===== src/rtl/frame_wrtr_pkg.sv =====
// Shared types for the frame writer: FSM state encoding and pixel width.
// No timing of its own; pure declarations.
// No flow control; imported by the frame writer and its FIFO user.
package frame_wrtr_pkg;

    // Width of one RGB pixel as carried on the input stream.
    localparam int PXL_W = 24;

    // Width of one FIFO entry: {sof, pixel}.
    localparam int ENTRY_W = PXL_W + 1;

    // IDLE: disabled/flushed, SYNC: hunting for start-of-frame,
    // RUN: writing pixels of the current frame to memory.
    typedef enum logic [1:0] {
        IDLE = 2'd0,
        SYNC = 2'd1,
        RUN  = 2'd2
    } frame_wrtr_state_t;

endpackage


===== src/rtl/frame_wrtr_fifo.sv =====
// Purpose: generic synchronous first-word-fall-through FIFO with occupancy.
// Latency: a word pushed at edge N is visible on head_dat right after edge N.
// Backpressure: push is ignored while full, pop is ignored while empty.
//
// Ports:
//   clk, rst        clock, synchronous active-high reset
//   flush           empties the FIFO at the next edge (wins over push/pop)
//   push, push_dat  write request and data
//   pop             consume the head word
//   head_dat        current head word (valid while empty=0)
//   full, empty     status flags
//   occ             number of stored words
module sync_fifo_fwft #(
    parameter int W     = 25,
    parameter int DEPTH = 16,
    parameter int OCC_W = $clog2(DEPTH) + 1
) (
    input  logic             clk,
    input  logic             rst,
    input  logic             flush,
    input  logic             push,
    input  logic [W-1:0]     push_dat,
    input  logic             pop,
    output logic [W-1:0]     head_dat,
    output logic             full,
    output logic             empty,
    output logic [OCC_W-1:0] occ
);

    localparam int AW = $clog2(DEPTH);

    logic [W-1:0]     mem [DEPTH];
    logic [AW-1:0]    wr_ptr;
    logic [AW-1:0]    rd_ptr;
    logic [OCC_W-1:0] occ_q;
    logic             do_push;
    logic             do_pop;

    assign full     = (occ_q == OCC_W'(DEPTH));
    assign empty    = (occ_q == '0);
    assign occ      = occ_q;
    assign do_push  = push & ~full;
    assign do_pop   = pop & ~empty;

    // Fall-through read: the head is always presented combinationally.
    assign head_dat = mem[rd_ptr];

    always_ff @(posedge clk) begin
        if (rst || flush) begin
            wr_ptr <= '0;
            rd_ptr <= '0;
            occ_q  <= '0;
        end else begin
            if (do_push) begin
                wr_ptr <= wr_ptr + AW'(1);
            end
            if (do_pop) begin
                rd_ptr <= rd_ptr + AW'(1);
            end
            // Push and pop in the same cycle leave the count unchanged.
            case ({do_push, do_pop})
                2'b10:   occ_q <= occ_q + OCC_W'(1);
                2'b01:   occ_q <= occ_q - OCC_W'(1);
                default: occ_q <= occ_q;
            endcase
        end
    end

    // Storage needs no reset; only the pointers define what is valid.
    always_ff @(posedge clk) begin
        if (do_push && !flush && !rst) begin
            mem[wr_ptr] <= push_dat;
        end
    end

endmodule


===== src/rtl/frame_wrtr.sv =====
// Purpose: writes a 24-bit pixel stream, frame-aligned on SOF, into a memory frame region.
// Latency: pixel accepted at cycle N can be on sys_mem_wren at N+1 (registered FIFO write, FWFT read).
// Backpressure: sys_mem_wait holds the write stable; FIFO fill drops pxl_ready.
//
// Ports:
//   clk, rst                  clock, synchronous active-high reset
//   wrtr_en                   block enable; low flushes and idles next cycle
//   pxl_valid/sof/data/ready  pixel stream in (valid/ready handshake)
//   sys_mem_*                 single-word Avalon-style write master (rden tied low)
//   frame_done                one-cycle pulse after the last word of a frame is written
//   frame_err, ff_ovrflw      sticky monitors: mid-frame SOF, push into a full FIFO
//   ff_occ                    FIFO occupancy
module frame_wrtr
    import frame_wrtr_pkg::*;
#(
    parameter int                        SYS_MEM_DATA_W     = 32,
    parameter int                        SYS_MEM_ADDR_W     = 27,
    parameter logic [SYS_MEM_ADDR_W-1:0] SYS_MEM_START_ADDR = '0,
    parameter logic [SYS_MEM_ADDR_W-1:0] SYS_MEM_STOP_ADDR  = SYS_MEM_ADDR_W'(921599),
    parameter int                        FF_DEPTH           = 16,
    parameter int                        FF_OCC_W           = $clog2(FF_DEPTH) + 1
) (
    input  logic                      clk,
    input  logic                      rst,
    input  logic                      wrtr_en,
    input  logic                      pxl_valid,
    input  logic                      pxl_sof,
    input  logic [PXL_W-1:0]          pxl_data,
    output logic                      pxl_ready,
    input  logic                      sys_mem_wait,
    output logic                      sys_mem_wren,
    output logic                      sys_mem_rden,
    output logic [SYS_MEM_ADDR_W-1:0] sys_mem_addr,
    output logic [SYS_MEM_DATA_W-1:0] sys_mem_wdata,
    output logic                      frame_done,
    output logic                      frame_err,
    output logic                      ff_ovrflw,
    output logic [FF_OCC_W-1:0]       ff_occ
);

    frame_wrtr_state_t         state_q;
    logic [SYS_MEM_ADDR_W-1:0] addr_q;
    logic                      frame_done_q;
    logic                      frame_err_q;
    logic                      ff_ovrflw_q;

    logic                      ff_full;
    logic                      ff_empty;
    logic                      ff_flush;
    logic                      ff_push;
    logic                      ff_pop;
    logic [ENTRY_W-1:0]        ff_head;
    logic                      head_sof;
    logic [PXL_W-1:0]          head_pxl;

    logic                      in_run;
    logic                      head_vld;
    logic                      wr_acc;
    logic                      sync_drop;
    logic                      mid_sof;
    logic                      at_stop;
    logic [SYS_MEM_ADDR_W-1:0] wr_addr;

    // ------------------------------------------------------------------
    // Pixel FIFO: entries are {sof, pixel}
    // ------------------------------------------------------------------
    sync_fifo_fwft #(
        .W     (ENTRY_W),
        .DEPTH (FF_DEPTH),
        .OCC_W (FF_OCC_W)
    ) u_fifo (
        .clk      (clk),
        .rst      (rst),
        .flush    (ff_flush),
        .push     (ff_push),
        .push_dat ({pxl_sof, pxl_data}),
        .pop      (ff_pop),
        .head_dat (ff_head),
        .full     (ff_full),
        .empty    (ff_empty),
        .occ      (ff_occ)
    );

    assign head_sof = ff_head[PXL_W];
    assign head_pxl = ff_head[PXL_W-1:0];
    assign head_vld = ~ff_empty;
    assign in_run   = (state_q == RUN);

    // The source is only allowed in once the FSM has left IDLE, so nothing
    // can slip into the FIFO during the cycle it is being flushed.
    assign pxl_ready = wrtr_en & ~ff_full & (state_q != IDLE);
    assign ff_push   = pxl_valid & pxl_ready;

    // IDLE keeps the FIFO empty; dropping wrtr_en empties it at the next edge.
    assign ff_flush  = ~wrtr_en | (state_q == IDLE);

    // ------------------------------------------------------------------
    // Memory write port
    // ------------------------------------------------------------------
    assign sys_mem_wren = in_run & head_vld;
    assign sys_mem_rden = 1'b0;
    assign wr_acc       = sys_mem_wren & ~sys_mem_wait;

    // A SOF at the head always lands on the frame start, even mid-frame.
    // Both terms are stable while wait is high (head and addr_q only move
    // on an accepted write), so the address is held as the bus requires.
    assign wr_addr      = (sys_mem_wren & head_sof) ? SYS_MEM_START_ADDR : addr_q;
    assign sys_mem_addr = wr_addr;

    always_comb begin
        sys_mem_wdata              = '0;
        sys_mem_wdata[PXL_W-1:0]   = head_pxl;
    end

    // Leading non-SOF entries are thrown away while hunting for a frame.
    assign sync_drop = (state_q == SYNC) & head_vld & ~head_sof;
    assign ff_pop    = wr_acc | sync_drop;

    assign mid_sof   = sys_mem_wren & head_sof & (addr_q != SYS_MEM_START_ADDR);
    assign at_stop   = (wr_addr == SYS_MEM_STOP_ADDR);

    // ------------------------------------------------------------------
    // FSM, address counter and status flags
    // ------------------------------------------------------------------
    always_ff @(posedge clk) begin
        if (rst) begin
            state_q      <= IDLE;
            addr_q       <= SYS_MEM_START_ADDR;
            frame_done_q <= 1'b0;
            frame_err_q  <= 1'b0;
            ff_ovrflw_q  <= 1'b0;
        end else begin
            frame_done_q <= 1'b0;

            // Monitoring only: a source that honours pxl_ready never trips this.
            if (pxl_valid && wrtr_en && ff_full) begin
                ff_ovrflw_q <= 1'b1;
            end

            if (!wrtr_en) begin
                // Any write still on the bus is abandoned; sticky flags stay.
                state_q <= IDLE;
                addr_q  <= SYS_MEM_START_ADDR;
            end else begin
                case (state_q)
                    IDLE: begin
                        state_q <= SYNC;
                        addr_q  <= SYS_MEM_START_ADDR;
                    end
                    SYNC: begin
                        // The SOF entry stays in the FIFO; RUN writes it.
                        if (head_vld && head_sof) begin
                            state_q <= RUN;
                        end
                    end
                    RUN: begin
                        if (mid_sof) begin
                            frame_err_q <= 1'b1;
                        end
                        if (wr_acc) begin
                            if (at_stop) begin
                                addr_q       <= SYS_MEM_START_ADDR;
                                frame_done_q <= 1'b1;
                                state_q      <= SYNC;
                            end else begin
                                // Continues from wr_addr so an aborted frame
                                // restarts at START+1 after its SOF word.
                                addr_q <= wr_addr + SYS_MEM_ADDR_W'(1);
                            end
                        end
                    end
                    default: begin
                        state_q <= IDLE;
                        addr_q  <= SYS_MEM_START_ADDR;
                    end
                endcase
            end
        end
    end

    assign frame_done = frame_done_q;
    assign frame_err  = frame_err_q;
    assign ff_ovrflw  = ff_ovrflw_q;

endmodule


===== config.mk =====
export PLATFORM = sky130hd
export DESIGN_NAME = frame_wrtr
export DESIGN_NICKNAME = d
export VERILOG_FILES = /design/src/rtl/frame_wrtr_pkg.sv /design/src/rtl/frame_wrtr_fifo.sv /design/src/rtl/frame_wrtr.sv
export SDC_FILE = /design/constraint.sdc
export NUM_CORES = 1
export LEC_CHECK = 0
export BUFFER_PORTS_ARGS = -buffer_cell sky130_fd_sc_hd__buf_4
export CORE_MARGIN = 5
export CORE_UTILIZATION = 60
export CTS_CLUSTER_DIAMETER = 120
export DETAILED_ROUTE_END_ITERATION = 6
export PLACE_DENSITY = 0.76
export SLEW_MARGIN = 10
export SYNTH_ARGS = -nofsm -noshare
export SYNTH_HDL_FRONTEND = slang
export SYNTH_HIERARCHICAL = 1
export SYNTH_SLANG_ARGS = --single-unit

===== constraint.sdc =====
create_clock -name clk -period 5.05 [get_ports clk]
set_input_delay 0.2525 -clock clk [delete_from_list [all_inputs] [get_ports clk]]
set_output_delay 0.2525 -clock clk [all_outputs]
set_load 0.005 [all_outputs]

==> results by stage <==
Route:
- For this run, design rule violations remaining after detail routing come to 0.
- In the final routed layout, each cell accounts on average for 24.8 um.
- Summed over all layers, the routed wires come to just under 40000 um.
- The ratio of routed vias to standard cells is 6.39.
- Detailed routing inserted a total of approximately 10000 vias.
- The first detailed-routing pass ran for 5 iterations.
- In this run the remaining antenna-violating nets after routing total 0.
- The count of routing violations after the opening detailed-route iteration is roughly 1000.

Worst setup path:
- Along the worst path, the maximum fanout reaches 42.
- The slack of the worst reg-to-reg path is 1080 ps.
- STA classifies the critical path endpoint as an output port.
- The critical path is of the reg2out type.
- STA classifies the critical path startpoint as a flop.
- In this run the critical register-to-register path is captured at addr_q[14].
- The worst endpoint data arrival time is 3840 ps.
- Data on the critical path is required at its endpoint by 4800 ps.
- For the worst flop-to-flop path, the logic depth is 14.

Global routing:
- For this run, global-route usage on met3 was measured as 3.64%.
- The total routing usage reported by global routing is 23.4%.
- The initial antenna violation count is 1.
- The met2 demand-to-capacity share in global routing is 39.8%.
- The global routing stage identified its most utilized layer as met2.
- The fraction of met1 tracks used by global routing is 32.5%.
- The largest net degree at the start of global routing is 51.
- The via count of the first global-routing pass came to 10000.
- The global-route wire length before repair is 59800 um.
- The leftover overflow at the end of global routing is 0.

Synthesis:
- Ranked by total cell area, the synthesized netlist is headed by sky130_fd_sc_hd__edfxtp_1 (67%), sky130_fd_sc_hd__mux4_2 (12%), sky130_fd_sc_hd__dfxtp_1 (5.4%).
- Counting instances in the post-synthesis netlist gives the leading cell types as sky130_fd_sc_hd__edfxtp_1 (400), sky130_fd_sc_hd__mux4_2 (100), sky130_fd_sc_hd__nand2_1 (58).
- Summing every instance area after synthesis gives 18100 um2.
- The number of flip-flops and latches in the synthesized netlist is 449.
- Among all cell types in the netlist, the one instantiated most often is sky130_fd_sc_hd__edfxtp_1.
- The main flop type after synthesis is sky130_fd_sc_hd__edfxtp_1.
- The sequential area share after synthesis is 72.0%.
- The area share of the largest cell type after synthesis is 66.5%.
- In the synthesized netlist, the number of instances is slightly above 1000.
- The number of different library cells used by synthesis comes to 60.
- The average instance in the mapped netlist occupies around 18 um2.
- The count of warnings emitted by yosys is 6.
- Of all cell types, the one taking the most synthesized area is sky130_fd_sc_hd__edfxtp_1.
- The number of flops mapped to enable cells by yosys is 400.
- For this run, asynchronously set or reset flops after synthesis account for 0%.

Clock network:
- Clock tree synthesis selected as its root buffer the cell sky130_fd_sc_hd__clkbuf_16.
- The clock reaches the later pin of the worst-skew pair after 550 ps.
- The clock tree from TritonCTS is done.
- TritonCTS created 44 clock buffers.
- After clock tree synthesis, the clock-pin slew on the worst setup and hold paths is 60 ps.
- The H-tree was split into 2 levels.
- The number of sinks handled by clock tree synthesis is 449.
- The maximum clock insertion buffer count is 3.

Hold path:
- The cell depth of the worst min-delay path is 1.
- For hold timing, the worst endpoint is u_fifo/mem[12][8].
- The startpoint of the worst hold path is pxl_data[8].
- The tightest min-delay check is of the in2reg type.

Timing:
- The final setup TNS is 0 ps.
- At the pin with the least slew margin, the transition time is 1180 ps.
- Once routing completed, OpenROAD measured the worst setup slack at 960 ps.
- The largest clock skew in the final design is 17.7 ps.
- Setup repair after global routing left no endpoint under its margin.
- The final critical path takes up between 80% and 90% of the cycle.
- The number of endpoints with negative hold slack in the final report is 0.
- The final number of max-transition violations was 0.
- Setup violations remaining at the end of the flow were counted as 0.
- Derived from the worst setup path, the maximum achievable clock frequency is 245 MHz.
- The tightest slew margin relative to the limit is 21.4%.
- The routed design could run at a clock period as short as 4090 ps.

Die:
- The initial utilization of the core area, before any placement, comes to 60.8%.
- The die covers 33700 um2.
- The initialized floorplan defines 63 standard-cell rows.
- The top-level port count is 100.
- The overall die height is about 180 um.
- The region available for standard cell placement spans slightly below 30000 um2.
- The x dimension of the die is 183 um.

Place:
- The worst slack at placement is 1090 ps.
- Routability-driven placement finished with a final weighted congestion of 0.901.
- The HPWL after detailed placement is 20600 um.
- In this run the tool buffered the top-level ports with 90 buffer cells.

Power and ir drop:
- The leakage power is 0.00682 uW.
- The areal power density over the cells is 351 nW/um2.
- IR analysis of the VDD net gives a maximum drop of approximately 0.35 mV.

Layout:
- Cells with a size suffix above 1 make up 25.5% of the layout.
- The relative area change from synthesis to final layout is 14.9%.
- The net count of the finished layout is 1175.

Status:
- The flow ran to the end, and the final reports show no timing, DRC or antenna violations.

Run:
- The count of maximum capacitance violations is 0.
metrics by stage:
| step | cell area, um2 | total power, uW | std cells | hold slack, ps | util, % |
|---|---|---|---|---|---|
| after detailed placement | 19200 | 4190 | 1460 | 459 | 64.5 |
| after global routing | 20700 | 7500 | 1560 | 6.05 | 69.8 |
| final | 20700 | 7280 | 1560 | 14.9 | 69.8 |
| after global placement | 19200 | 4190 | 1460 | 450 | 64.5 |
| after CTS | 20700 | 7330 | 1559 | 0.791 | 69.8 |
| after floorplan | 18100 | 4140 | 1023 | 325 | - |
cell usage in the layout, fill, tap and decap left out, types with 4 or more instances in the layout:
cell / synthesis / routed
sky130_fd_sc_hd__nor2_1: 52 / 39
sky130_fd_sc_hd__inv_1: 18 / 18
sky130_fd_sc_hd__buf_4: 16 / 106
sky130_fd_sc_hd__clkinv_2: 0 / 5
sky130_fd_sc_hd__nor4_1: 9 / 9
sky130_fd_sc_hd__and4_1: 5 / 5
sky130_fd_sc_hd__a22oi_1: 53 / 53
sky130_fd_sc_hd__edfxtp_1: 400 / 400
sky130_fd_sc_hd__clkbuf_16: 0 / 45
sky130_fd_sc_hd__nor3_1: 12 / 8
sky130_fd_sc_hd__nand4_1: 9 / 9
sky130_fd_sc_hd__dfxtp_1: 49 / 47
sky130_fd_sc_hd__clkinv_1: 0 / 14
sky130_fd_sc_hd__and3_1: 6 / 6
sky130_fd_sc_hd__a31oi_1: 13 / 13
sky130_fd_sc_hd__nand2_1: 58 / 58
sky130_fd_sc_hd__ha_1: 10 / 10
sky130_fd_sc_hd__and2_1: 28 / 28
sky130_fd_sc_hd__nand3b_1: 5 / 5
sky130_fd_sc_hd__nand2b_1: 7 / 7
sky130_fd_sc_hd__o211ai_1: 4 / 4
sky130_fd_sc_hd__a21o_1: 5 / 5
sky130_fd_sc_hd__a21oi_1: 17 / 17
sky130_fd_sc_hd__o21ai_0: 9 / 9
sky130_fd_sc_hd__clkbuf_1: 24 / 5
sky130_fd_sc_hd__nor2_4: 0 / 12
sky130_fd_sc_hd__or3_1: 5 / 5
sky130_fd_sc_hd__xor2_1: 6 / 6
sky130_fd_sc_hd__nor3_2: 1 / 5
sky130_fd_sc_hd__mux4_2: 100 / 100
sky130_fd_sc_hd__dlygate4sd3_1: 0 / 18
sky130_fd_sc_hd__nand3_1: 25 / 25
sky130_fd_sc_hd__conb_1: 1 / 9
sky130_fd_sc_hd__a32oi_1: 5 / 5
sky130_fd_sc_hd__mux2i_1: 4 / 4
sky130_fd_sc_hd__a22o_1: 5 / 5
routing by layer:
layer | routed length (um) | share of wire, % | up-vias
met1 | 15100 | 39 | 5127
li1 | - | - | 4331
met4 | 785 | 2.0 | 0
met2 | 20000 | 52 | 444
met3 | 2880 | 7.4 | 64
met5 | 0 | 0 | -
report_power, final:
group | switching, uW | internal [uW] | leakage, uW
sequential | 0.986 | 4040 | 0.00399
combinational | 56.7 | 29.0 | 0.00215
clock | 1330 | 1830 | 0.000680
total | 1390 | 5890 | 0.00682
cell families (layout without fill, tap and decap cells):
logic type	count (synthesis)	count (layout)	share of synthesized area (%)
multiplexers	104	104	12.7
other	1	10	0.0208
flip-flops	449	449	72.0
AND/OR/NAND/NOR	240	240	6.92
adder cells (fa/ha/maj)	11	11	0.804
buffers and inverters	77	223	2.25
AO/OA/AOI/OAI	124	124	4.93
XOR/XNOR	9	9	0.437
layout make-up:
type | instances | area [um2]
sequential | 449 | 13000
timing repair buffer | 124 | 976
clock buffer | 53 | 1190
fill | 1898 | 8970
inverter | 18 | 67.6
clock inverter | 28 | 216
multi-input combinational | 497 | 4810
antenna | 1 | 2.50
tap | 390 | 488
critical path, cell delays in order (launching register included):
cell	delay, ps
sky130_fd_sc_hd__dfxtp_4	640
sky130_fd_sc_hd__buf_4	690
sky130_fd_sc_hd__buf_4	790
sky130_fd_sc_hd__mux4_2	620
sky130_fd_sc_hd__a22oi_1	220
sky130_fd_sc_hd__nand2_1	160
sky130_fd_sc_hd__buf_4	170
registers in the layout, summed over array words and instances (netlist names), named ones only:
| register | cells |
|---|---|
| addr_q | 27 |
| ff_ovrflw | 1 |
| frame_done | 1 |
| frame_err | 1 |
| state_q | 2 |
| u_fifo/mem | 400 |
| u_fifo/occ | 5 |
| u_fifo/rd_ptr | 4 |
| u_fifo/wr_ptr | 4 |
timing repair:
item,CTS,global route
hold endpoints to repair,179,0
gates resized for setup,0,0
hold buffers,18,0
setup endpoints to repair,0,0
buffers inserted,0,0
worst max-delay path by stage:
stage	slack, ps	end	cells past startpoint	startpoint
final	960	sys_mem_wdata[21]	6	flop
after global placement	1220	addr_q[14]	14	flop
after floorplan	1150	addr_q[26]	17	flop
after detailed placement	1090	addr_q[16]	14	flop
after CTS	790	sys_mem_wdata[21]	6	flop
after global routing	520	sys_mem_wdata[21]	6	flop
No activity file was read; power rests on OpenSTA's default activity.
